==> config.mk <==
export PLATFORM = sky130hd
export DESIGN_NAME = mbist_march_ctrl
export DESIGN_NICKNAME = d
export VERILOG_FILES = /design/src/rtl/mbist_pkg.sv /design/src/rtl/mbist_rd_check.sv /design/src/rtl/mbist_march_ctrl.sv
export SDC_FILE = /design/constraint.sdc
export NUM_CORES = 1
export LEC_CHECK = 0
export ABC_AREA = 0
export ABC_CLOCK_PERIOD_IN_PS = 4910
export CAP_MARGIN = 20
export CORE_UTILIZATION = 36
export DETAILED_ROUTE_END_ITERATION = 8
export GPL_TIMING_DRIVEN = 0
export PLACE_DENSITY = 0.59
export SLEW_MARGIN = 30
export SYNTH_ARGS = -nofsm -noshare
export SYNTH_HDL_FRONTEND = slang
export SYNTH_HIERARCHICAL = 1
export SYNTH_SLANG_ARGS = --single-unit
==> constraint.sdc <==
create_clock -name clk -period 4.91 [get_ports clk]
set_input_delay 0.7365 -clock clk [delete_from_list [all_inputs] [get_ports clk]]
set_output_delay 0.7365 -clock clk [all_outputs]
set_load 0.03 [all_outputs]
==> src/rtl/mbist_pkg.sv <==
// Shared types for the March C- MBIST controller: FSM states, the March C- element
// table and the data-background generator.
package mbist_pkg;

  typedef enum logic [1:0] {IDLE, RUN, DRAIN, DONE} state_t;

  // Each element has one or two ops. An op is either a write or a read, and it uses
  // either the background D or its complement ~D.
  typedef struct packed {
    logic desc;
    logic two_ops;
    logic op0_we;
    logic op0_inv;
    logic op1_we;
    logic op1_inv;
  } elem_t;

  localparam int NUM_ELEMS = 6;
  localparam int MAX_DW    = 64;

  localparam elem_t ELEMS [NUM_ELEMS] = '{
    '{1'b0, 1'b0, 1'b1, 1'b0, 1'b0, 1'b0},  // up:   w D
    '{1'b0, 1'b1, 1'b0, 1'b0, 1'b1, 1'b1},  // up:   r D,  w ~D
    '{1'b0, 1'b1, 1'b0, 1'b1, 1'b1, 1'b0},  // up:   r ~D, w D
    '{1'b1, 1'b1, 1'b0, 1'b0, 1'b1, 1'b1},  // down: r D,  w ~D
    '{1'b1, 1'b1, 1'b0, 1'b1, 1'b1, 1'b0},  // down: r ~D, w D
    '{1'b0, 1'b0, 1'b0, 1'b0, 1'b0, 1'b0}   // up:   r D
  };

  function automatic int num_bg(input int dw);
    return $clog2(dw) + 1;
  endfunction

  // Background k > 0 sets bit i of the word to bit (k-1) of the index i.
  function automatic logic [MAX_DW-1:0] bg_pattern(input int k);
    logic [MAX_DW-1:0] p;
    p = '0;
    if (k > 0)
      for (int i = 0; i < MAX_DW; i++) p[i] = ((i >> (k - 1)) & 1) == 1;
    return p;
  endfunction

endpackage

==> src/rtl/mbist_rd_check.sv <==
// Read-compare path. The expected data, address and background of each read are
// carried along with the memory's two-cycle read latency. The block counts
// miscompares and keeps the details of the first one.
module mbist_rd_check #(
  parameter int DATA_WIDTH = 8,
  parameter int ADDR_WIDTH = 4
) (
  input  logic                  clk,
  input  logic                  rst,
  input  logic                  clr,
  input  logic                  chk_valid,
  input  logic [DATA_WIDTH-1:0] chk_data,
  input  logic [ADDR_WIDTH-1:0] chk_addr,
  input  logic [1:0]            chk_bg,
  input  logic [DATA_WIDTH-1:0] rdata,
  output logic                  fail,
  output logic [ADDR_WIDTH-1:0] fail_addr,
  output logic [DATA_WIDTH-1:0] fail_data,
  output logic [1:0]            fail_bg,
  output logic [7:0]            err_count
);

  logic [1:0]            vld;
  logic [DATA_WIDTH-1:0] exp_d [2];
  logic [ADDR_WIDTH-1:0] exp_a [2];
  logic [1:0]            exp_b [2];
  logic                  miscompare;

  assign miscompare = vld[1] && (rdata != exp_d[1]);

  // NOTE: only the valid bits are reset; the data stages are ignored while invalid.
  always_ff @(posedge clk) begin
    exp_d[0] <= chk_data;
    exp_d[1] <= exp_d[0];
    exp_a[0] <= chk_addr;
    exp_a[1] <= exp_a[0];
    exp_b[0] <= chk_bg;
    exp_b[1] <= exp_b[0];
  end

  always_ff @(posedge clk) begin
    if (rst || clr) begin
      vld       <= '0;
      fail      <= 1'b0;
      fail_addr <= '0;
      fail_data <= '0;
      fail_bg   <= '0;
      err_count <= '0;
    end else begin
      vld <= {vld[0], chk_valid};
      if (miscompare) begin
        if (err_count != 8'hFF) err_count <= err_count + 8'd1;
        if (!fail) begin
          fail      <= 1'b1;
          fail_addr <= exp_a[1];
          fail_data <= rdata;
          fail_bg   <= exp_b[1];
        end
      end
    end
  end

endmodule

==> src/rtl/mbist_march_ctrl.sv <==
// March C- MBIST controller. The sequencer issues one op per cycle. wdata is driven
// one cycle ahead of write_read/address. Reads are checked by mbist_rd_check.
module mbist_march_ctrl
  import mbist_pkg::*;
#(
  parameter int DATA_WIDTH = 8,
  parameter int ADDR_WIDTH = 4,
  parameter int CAPACITY   = 15
) (
  input  logic                  clk,
  input  logic                  rst,
  input  logic                  start,
  output logic                  busy,
  output logic                  done,
  output logic                  fail,
  output logic [ADDR_WIDTH-1:0] fail_addr,
  output logic [DATA_WIDTH-1:0] fail_data,
  output logic [1:0]            fail_bg,
  output logic [7:0]            err_count,
  output logic                  write_read,
  output logic [ADDR_WIDTH-1:0] address,
  output logic [DATA_WIDTH-1:0] wdata,
  input  logic [DATA_WIDTH-1:0] rdata
);

  localparam int                    NUM_BG    = num_bg(DATA_WIDTH);
  localparam logic [ADDR_WIDTH-1:0] LAST_ADDR = ADDR_WIDTH'(CAPACITY);
  localparam logic [1:0]            LAST_BG   = 2'(NUM_BG - 1);
  localparam logic [2:0]            LAST_ELEM = 3'(NUM_ELEMS - 1);

  state_t                state;
  logic [1:0]            bg, nxt_bg;
  logic [2:0]            elem, nxt_elem;
  logic                  op_idx, nxt_op_idx;
  logic [ADDR_WIDTH-1:0] addr, nxt_addr;
  logic                  drain_cnt;
  logic                  last_issue;
  logic                  cur_we;
  logic [DATA_WIDTH-1:0] cur_data, nxt_data;
  logic                  exp_valid;
  logic [DATA_WIDTH-1:0] exp_data;
  logic [1:0]            exp_bg;
  logic                  accept;

  assign accept = start && (state == IDLE || state == DONE);

  function automatic logic [DATA_WIDTH-1:0] op_data(input logic [1:0] b, input logic [2:0] e,
                                                    input logic oi);
    logic [MAX_DW-1:0] pat;
    logic              inv;
    pat = bg_pattern(int'(b));
    inv = oi ? ELEMS[e].op1_inv : ELEMS[e].op0_inv;
    return pat[DATA_WIDTH-1:0] ^ {DATA_WIDTH{inv}};
  endfunction

  always_comb begin
    // NOTE: every output of this block gets a default first so that no path infers a latch.
    nxt_bg     = bg;
    nxt_elem   = elem;
    nxt_op_idx = 1'b0;
    nxt_addr   = addr;
    last_issue = 1'b0;
    cur_we     = op_idx ? ELEMS[elem].op1_we : ELEMS[elem].op0_we;
    cur_data   = op_data(bg, elem, op_idx);
    if (op_idx != ELEMS[elem].two_ops) begin
      nxt_op_idx = 1'b1;
    end else if (ELEMS[elem].desc ? (addr != '0) : (addr != LAST_ADDR)) begin
      nxt_addr = ELEMS[elem].desc ? addr - 1'b1 : addr + 1'b1;
    end else if (elem != LAST_ELEM) begin
      nxt_elem = elem + 3'd1;
      nxt_addr = ELEMS[nxt_elem].desc ? LAST_ADDR : '0;
    end else if (bg != LAST_BG) begin
      nxt_bg   = bg + 2'd1;
      nxt_elem = '0;
      nxt_addr = '0;
    end else begin
      last_issue = 1'b1;
    end
    nxt_data = op_data(nxt_bg, nxt_elem, nxt_op_idx);
  end

  // NOTE: sequential state uses non-blocking assignments, so every register sees pre-edge values.
  always_ff @(posedge clk) begin
    if (rst) begin
      state      <= IDLE;
      busy       <= 1'b0;
      done       <= 1'b0;
      write_read <= 1'b0;
      address    <= '0;
      wdata      <= '0;
      bg         <= '0;
      elem       <= '0;
      op_idx     <= 1'b0;
      addr       <= '0;
      drain_cnt  <= 1'b0;
      exp_valid  <= 1'b0;
      exp_data   <= '0;
      exp_bg     <= '0;
    end else begin
      write_read <= 1'b0;
      address    <= '0;
      exp_valid  <= 1'b0;
      case (state)
        IDLE, DONE: if (start) begin
          state  <= RUN;
          busy   <= 1'b1;
          done   <= 1'b0;
          bg     <= '0;
          elem   <= '0;
          op_idx <= 1'b0;
          addr   <= '0;
          wdata  <= op_data(2'd0, 3'd0, 1'b0);
        end
        RUN: begin
          write_read <= cur_we;
          address    <= addr;
          exp_valid  <= !cur_we;
          exp_data   <= cur_data;
          exp_bg     <= bg;
          bg         <= nxt_bg;
          elem       <= nxt_elem;
          op_idx     <= nxt_op_idx;
          addr       <= nxt_addr;
          wdata      <= nxt_data;
          // The final read reaches the bus during the first DRAIN cycle.
          if (last_issue) begin
            state     <= DRAIN;
            drain_cnt <= 1'b0;
            wdata     <= '0;
          end
        end
        DRAIN: begin
          drain_cnt <= 1'b1;
          if (drain_cnt) begin
            state <= DONE;
            busy  <= 1'b0;
            done  <= 1'b1;
          end
        end
        default: state <= IDLE;
      endcase
    end
  end

  mbist_rd_check #(
    .DATA_WIDTH(DATA_WIDTH),
    .ADDR_WIDTH(ADDR_WIDTH)
  ) u_rd_check (
    .clk       (clk),
    .rst       (rst),
    .clr       (accept),
    .chk_valid (exp_valid),
    .chk_data  (exp_data),
    .chk_addr  (address),
    .chk_bg    (exp_bg),
    .rdata     (rdata),
    .fail      (fail),
    .fail_addr (fail_addr),
    .fail_data (fail_data),
    .fail_bg   (fail_bg),
    .err_count (err_count)
  );

endmodule

# Word-level counts from Yosys, hierarchy flattened
# Memory sizes are Yosys's and may differ from the RTL's. A register that Yosys moved wholly into a read port is not among the register bits.
# Cells that the tools add are included.
[totals]
input_bits = 11
elab_cells = 145
regBits = 58
ramBits = 28
rom_bits = 144
out_inout_bits = 38
n_memories = 6
[memory_table]
columns = ["name", "depth", "width", "read_ports", "rd_clocked_by_memory_dff", "wr", "line", "rtl"]
rows = [
  ["(no name shown)", 8, 6, 1, 0, 0, "mbist_march_ctrl.sv:68", "nxt_addr = ELEMS[elem].desc ? addr - 1'b1 : addr + 1'b1;"],
  ["(no name shown)", 8, 6, 1, 0, 0, "mbist_march_ctrl.sv:52", "inv = oi ? ELEMS[e].op1_inv : ELEMS[e].op0_inv;"],
  ["(no name shown)", 8, 6, 1, 0, 0, "mbist_march_ctrl.sv:71", "nxt_addr = ELEMS[nxt_elem].desc ? LAST_ADDR : '0;"],
  ["u_rd_check.exp_d", 2, 8, 2, 0, 2, "mbist_rd_check.sv:24", "logic [DATA_WIDTH-1:0] exp_d [2];"],
  ["u_rd_check.exp_a", 2, 4, 2, 1, 2, "mbist_rd_check.sv:25", "logic [ADDR_WIDTH-1:0] exp_a [2];"],
  ["u_rd_check.exp_b", 2, 2, 2, 1, 2, "mbist_rd_check.sv:26", "logic [1:0] exp_b [2];"],
]
[op_classes]
reduce_logical = 19
addsub = 7
order_cmp = 5
bitwise = 7
mux = 53
shift = 16
n_eq_ne = 14
[ops]
columns = ["operator", "count"]
rows = [
  ["right shift 3 x 32 -> 1 bit, first input constant", 8],
  ["right shift 1 x 32 -> 1 bit, first input constant", 4],
  ["right shift 2 x 32 -> 1 bit, first input constant", 4],
  ["two-way mux 8 bit", 4],
  ["two-way mux 4 bit", 7],
  ["two-way mux 6 bit", 4],
  ["two-way mux 3 bit", 7],
  ["two-way mux 2 bit", 8],
  ["case mux 8 bit (2 select lines)", 1],
  ["XOR 8 bit", 2],
  ["two-way mux 1 bit", 14],
  [">= comparator 4 bit, second input constant", 3],
  ["inverter 3 -> 4 bit", 3],
  ["!= test 2 bit, second input constant", 5],
  ["adder 8 x 1 -> 8 bit, second input constant", 1],
  ["!= test 4 bit, second input constant", 2],
  ["!= test 8 bit", 1],
  ["!= test 8 bit, second input constant", 1],
  ["case mux 1 bit (2 select lines)", 4],
  ["case mux 4 bit (2 select lines)", 1],
  ["AND reduction 2 bit", 4],
  ["case mux 2 bit (3 select lines)", 1],
  ["case mux 3 bit (2 select lines)", 1],
  ["AND reduction 3 bit", 2],
  ["20 further kinds", 29],
]

# Depth between registers and ports, before layout
[depth]
depth_word = 15
ltp_mapped = 13
depth_no_buf = 12

# Hierarchy
# Netlist, hierarchy kept.
[by_module_without_submodules]
columns = ["module", "instances", "cells_each", "area_per_inst_um2"]
rows = [
  ["mbist_march_ctrl", 1, 260, 2316.0],
  ["mbist_rd_check", 1, 149, 1699.1],
]

# Worst setup path after synthesis
# Ideal clock, no wire load.
[synth_path]
kind = "flip-flop to flip-flop"
startpoint = "reg elem[0]"
endpoint = "reg wdata[6]"
setup_ns = 0.122
path_buffers = 1
arrival_time_ns = 2.553
slack_ns = 2.235
path_stages_with_launch = 14
synth_period_minus_slack_ns = 2.675
t_required_ns = 4.788
path_cell_list = "dfxtp_1 -> buf_6 -> inv_1 -> ha_1 -> mux2i_2 -> xor2_2 -> or3_4 -> mux2i_1 -> inv_1 -> ha_1 -> nor2_1 -> o21ai_0 -> xnor2_1 -> o21ai_1"
[synth_between]
elab_chain_len = 15
word_cells_on_any_way = 31
classes_between = "add/sub (2); order compare (1); eq/ne (2); shift (1); mux (20); bitwise (3); memory (2)"
[synth_rtl]
columns = ["item", "line", "rtl"]
rows = [
  ["start: declaration", "mbist_march_ctrl.sv:33", "logic [2:0] elem, nxt_elem;"],
  ["start signal: assignment", "mbist_march_ctrl.sv:121", "elem <= nxt_elem;"],
  ["inverter 3 -> 4 bit (implied by the code)", "mbist_march_ctrl.sv:65, mbist_march_ctrl.sv:67", ""],
  ["memory (8 x 6 bit)", "-", ""],
  ["two-way mux 6 bit (2 in series)", "-", ""],
  ["two-way mux 1 bit", "mbist_march_ctrl.sv:67", "end else if (ELEMS[elem].desc ? (addr != '0) : (addr != LAST_ADDR)) begin"],
  ["two-way mux 3 bit", "mbist_march_ctrl.sv:67", ""],
  ["two-way mux 3 bit", "mbist_march_ctrl.sv:65", "if (op_idx != ELEMS[elem].two_ops) begin"],
  ["inverter 3 -> 4 bit (implied by the code)", "mbist_march_ctrl.sv:52", ""],
  ["memory (8 x 6 bit)", "-", ""],
  ["two-way mux 3 bit (implied by the code) (2 in series)", "mbist_march_ctrl.sv:52", ""],
  ["two-way mux 1 bit", "mbist_march_ctrl.sv:52", ""],
  ["XOR 8 bit", "mbist_march_ctrl.sv:53", "return pat[DATA_WIDTH-1:0] ^ {DATA_WIDTH{inv}};"],
  ["two-way mux 8 bit (*)", "mbist_march_ctrl.sv:126", "if (last_issue) begin"],
  ["case mux 8 bit (2 select lines) (*)", "mbist_march_ctrl.sv:103", "case (state)"],
  ["end signal: assignment", "mbist_march_ctrl.sv:112", "wdata <= op_data(2'd0, 3'd0, 1'b0);"],
  ["end signal: assignment", "mbist_march_ctrl.sv:124", "wdata <= nxt_data;"],
  ["end: declaration", "mbist_march_ctrl.sv:22", "output logic [DATA_WIDTH-1:0] wdata,"],
]
# Every way passes the cells marked *; elsewhere a longest branch is shown, timed or not. The select of a mux whose other input is x is not followed.
# A chain may end at the register's enable or synchronous reset.

# Final worst setup path
# Ends and elaborated chain as after synthesis.

==> metrics.cfg <==
[run_status]
status = finished clean

[logic_synthesis]
syn_area_per_cell_um2 = 9.817
synthArstFlopShare_pct = 0
netlist.area_leader.share_pct = 45.87
ys_top_cells_by_count = dfxtp_1, nor2_1, nand2_1
synth_nets = 446
yosysWarnings = 6
synthTopCellsByArea = dfxtp_1, ha_1, nor2_1
synth_seq_cells = 92
synth_ff_type = dfxtp_1
synth.most_common_cell = dfxtp_1
syn_area_um2 = 4015
netlist_instances = 409
synth_edf_count = 0
yosysTopAreaCell = dfxtp_1
synth.distinct_cells = 66
ys_seq_area_share_pct = 45.87

[grt]
first_global_vias = 2747
antenna_found_initial = 0
grt_pass1_wl_um = 13170
track_usage_pct = 14.30
overflow = 0
grt_max_degree = 16

[setup_path]
crit_arrival_ps = 3240
cp.required_ps = 5150
critPathTopFamily = multiplexers
crit_fanout = 9
crit_path_end_kind = flop
crit_type = reg2reg
ff2ff_setup_slack_ps = 1910
slowest_delay_ps = 420
path_buf_inv = 3
slowest_stage = mux2i_1
worstSetupStartpointType = flop
crit_chain = buf_6, inv_1, ha_1, mux2i_2, xor2_2, or3_4, mux2i_1, inv_1, ha_1, nor2_1, o21ai_0, xnor2_1, o21ai_1

[sta]
finalMaxSlewViolations = 0
relSlewSlack_pct = 48.90
fmax_ghz = 0.3334
rsz0062_at_grt = false
post-route-period-util_pct = 61.08
finClkSkew_ps = 16.63
hold_viol_final = 0
holdWs_ps = 320.5
tightest_slew_ps = 765.0
fin_crit_ps = 2999
tns_ps = 0
finalSetupViolCount = 0

[drt]
drtPass1Iterations = 4
drc = 0
drt_iter0_markers = 76
vias = 2942
met3WireLength_um = 278
met1_length_um = 3791
met2_length_um = 3633
detail-route-antenna-nets = 0
wl_per_cell_um = 12.71
top_layer = met4
drt-total-wl_um = 7776
routed_via_density = 4.807

[clock_tree]
post_cts_resized = 0
post_cts_buffers = 0
cts_hold_buf = 0
cts_buffer_depth = 2
cts_tree = yes
htree_levels = 3
insertion_delay_ps = 350
cts_buffers = 9
root_buffer = clkbuf_8
clk_pin_slew_ps = 100
clkSinkCount = 92

[layout]
register_area_um2 = 1842
n_antenna_cell = 0
nNetsFinal = 505
synthToLayoutAreaGrowth_pct = 20.44
instances_no_fill = 612
multi_input_area_um2 = 1993
n_fill_cell = 1080
drive_gt1_share_pct = 10.81

[power_and_ir_drop]
power.leakage_uw = 0.001853
ir_worst_vdd_v = 0.0001377
p_per_area_nw_per_um2 = 348.8

[placement]
gp_congestion = 0.8548
portBuffers = 48
post-dp-hpwl_um = 5671
dp.cells = 597

[floorplanning]
die_x_um = 107.6
die-area_um2 = 11580
num_rows = 38
die_y_um = 107.6
ioPinCount = 49
initial_core_util_pct = 37.04
core_area_um2 = 10840

[flow_run]
maxCapViolations = 0

[hold_path]
hold_path_class = reg2reg

flip-flops by register name (all words and copies together) (netlist names):
register              count
drain_cnt                 1
state                     2
u_rd_check/err_count      8
write_read                1
u_rd_check/fail           1
op_idx                    1
wdata                     8
busy                      1
addr                      4
exp_valid                 1
u_rd_check/vld            2
done                      1
u_rd_check/exp_a          8
address                   4
u_rd_check/exp_d         16
u_rd_check/exp_b          4
bg                        2
elem                      3
u_rd_check/fail_bg        2
exp_bg                    2
exp_data                  8
u_rd_check/fail_addr      4
u_rd_check/fail_data      8
per-layer routing:
| metal | global-route usage, % | vias to the layer above |
|---|---|---|
| met1 | 18.88 | 1370 |
| met4 | 4.990 | 0 |
| met2 | 23.12 | 48 |
| met5 | 0 | - |
| met3 | 2.845 | 4 |
| li1 | - | 1520 |
layout by cell type, fill, tap and decap left out, types with 2 or more instances in the layout:
master | netlist | layout
dfxtp_1 | 92 | 92
clkdlybuf4s50_1 | 0 | 48
nor2_1 | 46 | 46
nand2_1 | 29 | 29
ha_1 | 25 | 25
a21oi_1 | 21 | 21
o21ai_0 | 20 | 20
inv_1 | 16 | 16
xor2_1 | 15 | 15
mux2i_1 | 14 | 14
nand3_1 | 12 | 12
clkbuf_8 | 1 | 10
xnor2_1 | 10 | 10
a211oi_1 | 9 | 9
clkbuf_1 | 7 | 8
nand2b_1 | 6 | 6
nor2b_1 | 5 | 5
and2_1 | 5 | 5
buf_6 | 4 | 4
a22oi_1 | 4 | 4
a21o_1 | 4 | 4
a41o_1 | 4 | 4
nor4_2 | 3 | 3
o21ai_1 | 3 | 3
nor3_1 | 3 | 3
a21oi_2 | 3 | 3
buf_1 | 2 | 2
a211oi_2 | 2 | 2
nand4_1 | 2 | 2
inv_6 | 0 | 2
clkinvlp_4 | 0 | 2
and3_1 | 2 | 2
and4_1 | 2 | 2
a31o_1 | 2 | 2
a31oi_1 | 2 | 2
cell families after synthesis:
logic type / synth area share (%)
multiplexers: 4.207
adder cells (fa/ha/maj): 8.289
XOR/XNOR: 5.859
buffers and inverters: 4.487
flip-flops: 45.87
AO/OA/AOI/OAI: 14.83
AND/OR/NAND/NOR: 16.45
final timing paths:
kind	startpoint	end	cells after the start
setup / recovery	elem[0]$_SDFFE_PP0P_	wdata[6]$_SDFFE_PP0P_	13
hold / removal	u_rd_check/exp_a[0][2]$_DFF_P_	u_rd_check/exp_a[1][2]$_DFF_P_	0
setup reg to reg	elem[0]$_SDFFE_PP0P_	wdata[6]$_SDFFE_PP0P_	13
hold reg to reg	u_rd_check/exp_a[0][2]$_DFF_P_	u_rd_check/exp_a[1][2]$_DFF_P_	0
layout make-up:
class                           count  area share, %
Buffer                             17          2.406
Clock buffer                       10          2.639
Clock inverter                      5         0.7762
Inverter                           17          1.320
Multi-Input combinational cell    283          41.22
Sequential cell                    92          38.09
Tap cell                          140          3.622
Timing Repair Buffer               48          9.935
worst reg2reg max path, stage by stage, from the launching register on:
cell,delay (ps)
dfxtp_1,380
buf_6,150
inv_1,110
ha_1,230
mux2i_2,280
xor2_2,340
or3_4,220
mux2i_1,420
inv_1,160
ha_1,240
nor2_1,80
o21ai_0,100
xnor2_1,150
o21ai_1,70
where the power goes:
part	leakage (µW)	internal (µW)	switching [µW]
Sequential	0.000745	821	37.2
Combinational	0.00103	136	239
Clock	0.0000792	185	268
Total	0.00185	1140	545
metrics by stage:
step / total power (µW) / instance area [µm²] / utilization [%] / setup WS [ps]
after floorplan: 1145 / 4015 / - / 2235
after global placement: 1246 / 4671 / 43.09 / 1876
after detailed placement: 1256 / 4671 / 43.09 / 1885
after CTS: 1716 / 4836 / 44.61 / 1889
after global routing: 1793 / 4836 / 44.61 / 1575
final: 1687 / 4836 / 44.61 / 1911
No activity file was read; power rests on OpenSTA's default activity.
==> RTL change, RTL diff (same settings) <==
Re-encode `state_t` (4 states) as Gray code, 2 bits wide.
--- a/src/rtl/mbist_pkg.sv
+++ b/src/rtl/mbist_pkg.sv
@@ -4,3 +4,3 @@
 
-  typedef enum logic [1:0] {IDLE, RUN, DRAIN, DONE} state_t;
+  typedef enum logic [1:0] {IDLE = 2'b00, RUN = 2'b01, DRAIN = 2'b11, DONE = 2'b10} state_t;
 
Behaviour: no difference found for any inputs over 4 cycles, from zero or initial values and one cycle with rst high; so few cycles prove little.
==> RTL change against the unedited design <==
- sequential cell count unchanged
- count of clock-buffer cells in the layout did not move
- highest routed layer unchanged
- worst hold slack better by 0.0017 ns
- critical path depth shrank 2
- cell area is 1.5% higher
- non-clock buffer count up 4
- via count is 8.0% higher
- first-iteration DRC count is 54% higher
- setup slack got worse by 0.70 ns
- synthesized area is 1.0% higher
- wire length up 6.9%
Power is not compared: it rests on default switching activity, and its combinational part moved more than twofold at a synthesized area within 25%.
==> RTL change: results (changes against the unedited design) <==
| Metric | Value |
|---|---|
| Yosys cell types | `62 (-6.1%)` |
| Share of cells above drive strength 1 | `9.202% (-1.6 points)` |
| RD Place Congestion | `0.8771 (+2.6%)` |
| Dpl cell area | `4712 um^2 (+0.88%)` |
| Post-DP HPWL | `5941 um (+4.8%)` |
| Tot GR Track Use | `15.26% (+0.96 points)` |
| Syn Nets | `459 (+2.9%)` |
| Number of global-route vias before repair | `2945 (+7.2%)` |
| Final Skew | `0.01657 ns (-0.00005290 ns)` |
| Maximum VDD drop | `around 0.15 mV` |
| CTS Root Cell | `clkbuf_8` |
| Nets | `518 (+2.6%)` |
| Crit path DAT | `3.95 ns (+0.71 ns)` |
| Wire length per cell | `13.22 um (+4.1%)` |
| Skew-Pair Late Insertion Delay | `around 0.36 ns` |
| Synth top area cells | `dfxtp_1 45%, ha_1 6.8%, nor2_1 4.1%` |
| Largest net degree at the start of global routing | `18 (+2)` |
| Crit-path max FO | `10 (+1)` |
| Measured slew at the worst slew-check pin | `0.6527 ns (-0.1123 ns)` |
| FILL cells | `1102 (+2.0%)` |
| Vias | `3176 (+8.0%)` |
| Global-route wire length before repair | `14010 um (+6.4%)` |
| Post-synth top cells | `92 x dfxtp_1, 44 x nor2_1, 42 x nand2_1` |
| 1st-iter DRT viols | `117 (+54%)` |
| Status | `completed` |
| Seq/Total Area, Yosys | `45.40% (-0.47 points)` |
[RTL change: metal layers]
layer / track usage (%) / wire length, um / part of all wire (%)
met1: 19.23 / 3981 / 48
met2: 25.66 / 3821 / 46
met3: 3.014 / 403 / 4.8
met4: 5.675 / 110 / 1.3
met5: 0 / 0 / 0
[RTL change: final cells by class]
cell class	instances	area, um^2	share of cell area (%)
plain buffers	21	108.9	2.218
clock buffers	10	137.6	2.804
clock inverters	6	53.80	1.096
inverters	13	48.80	0.9941
multi-input cells	299	2062	42.01
flip-flops and latches	92	1842	37.52
well taps	140	175.2	3.569
repair buffers	48	480.5	9.788
[RTL change: worst paths after layout]
kind	cells after the start	slack (ns)	startpoint	end
min	0	0.32	u_rd_check/exp_b[0][1]	u_rd_check/exp_b[1][1]
min reg2reg	0	0.32	u_rd_check/exp_b[0][1]	u_rd_check/exp_b[1][1]
max	11	1.21	elem[0]	wdata[7]
max reg2reg	11	1.21	elem[0]	wdata[7]
[RTL change: through the flow]
stage	hold slack, ns	std cells	total power, mW	util [%]	worst slack (ns)
after floorplan	0.3096	425	0.8335	-	1.787
after global placement	0.3100	613	0.8623	43.28	1.301
after detailed placement	0.3121	613	0.8629	43.28	1.299
after CTS	0.3238	629	1.365	45.04	1.244
after global routing	0.3317	629	1.403	45.08	0.9343
final	0.3222	629	1.341	45.08	1.210
[RTL change: critical path: stages, from the launching register on]
cell	delay, ns
dfxtp_1	0.51
clkbuf_1	0.35
inv_1	0.20
ha_1	0.31
mux2i_4	0.31
xnor2_1	0.24
o211ai_1	0.23
mux2i_1	0.43
inv_1	0.15
ha_1	0.24
or3_1	0.37
a32o_1	0.24
[RTL change: where the power goes]
group	internal, mW	switching, mW
registers	0.761	0.00602
logic	0.0289	0.0492
clock network	0.208	0.289
[RTL change: logic make-up after synthesis]
family,share of synthesized area (%)
DFF,45.40
xor gates and xnor gates,4.565
AOI/OAI and AO/OA,17.92
adders and majority gates,7.279
buffers and inverters,3.886
and+or+nand+nor,17.64
muxes,3.300
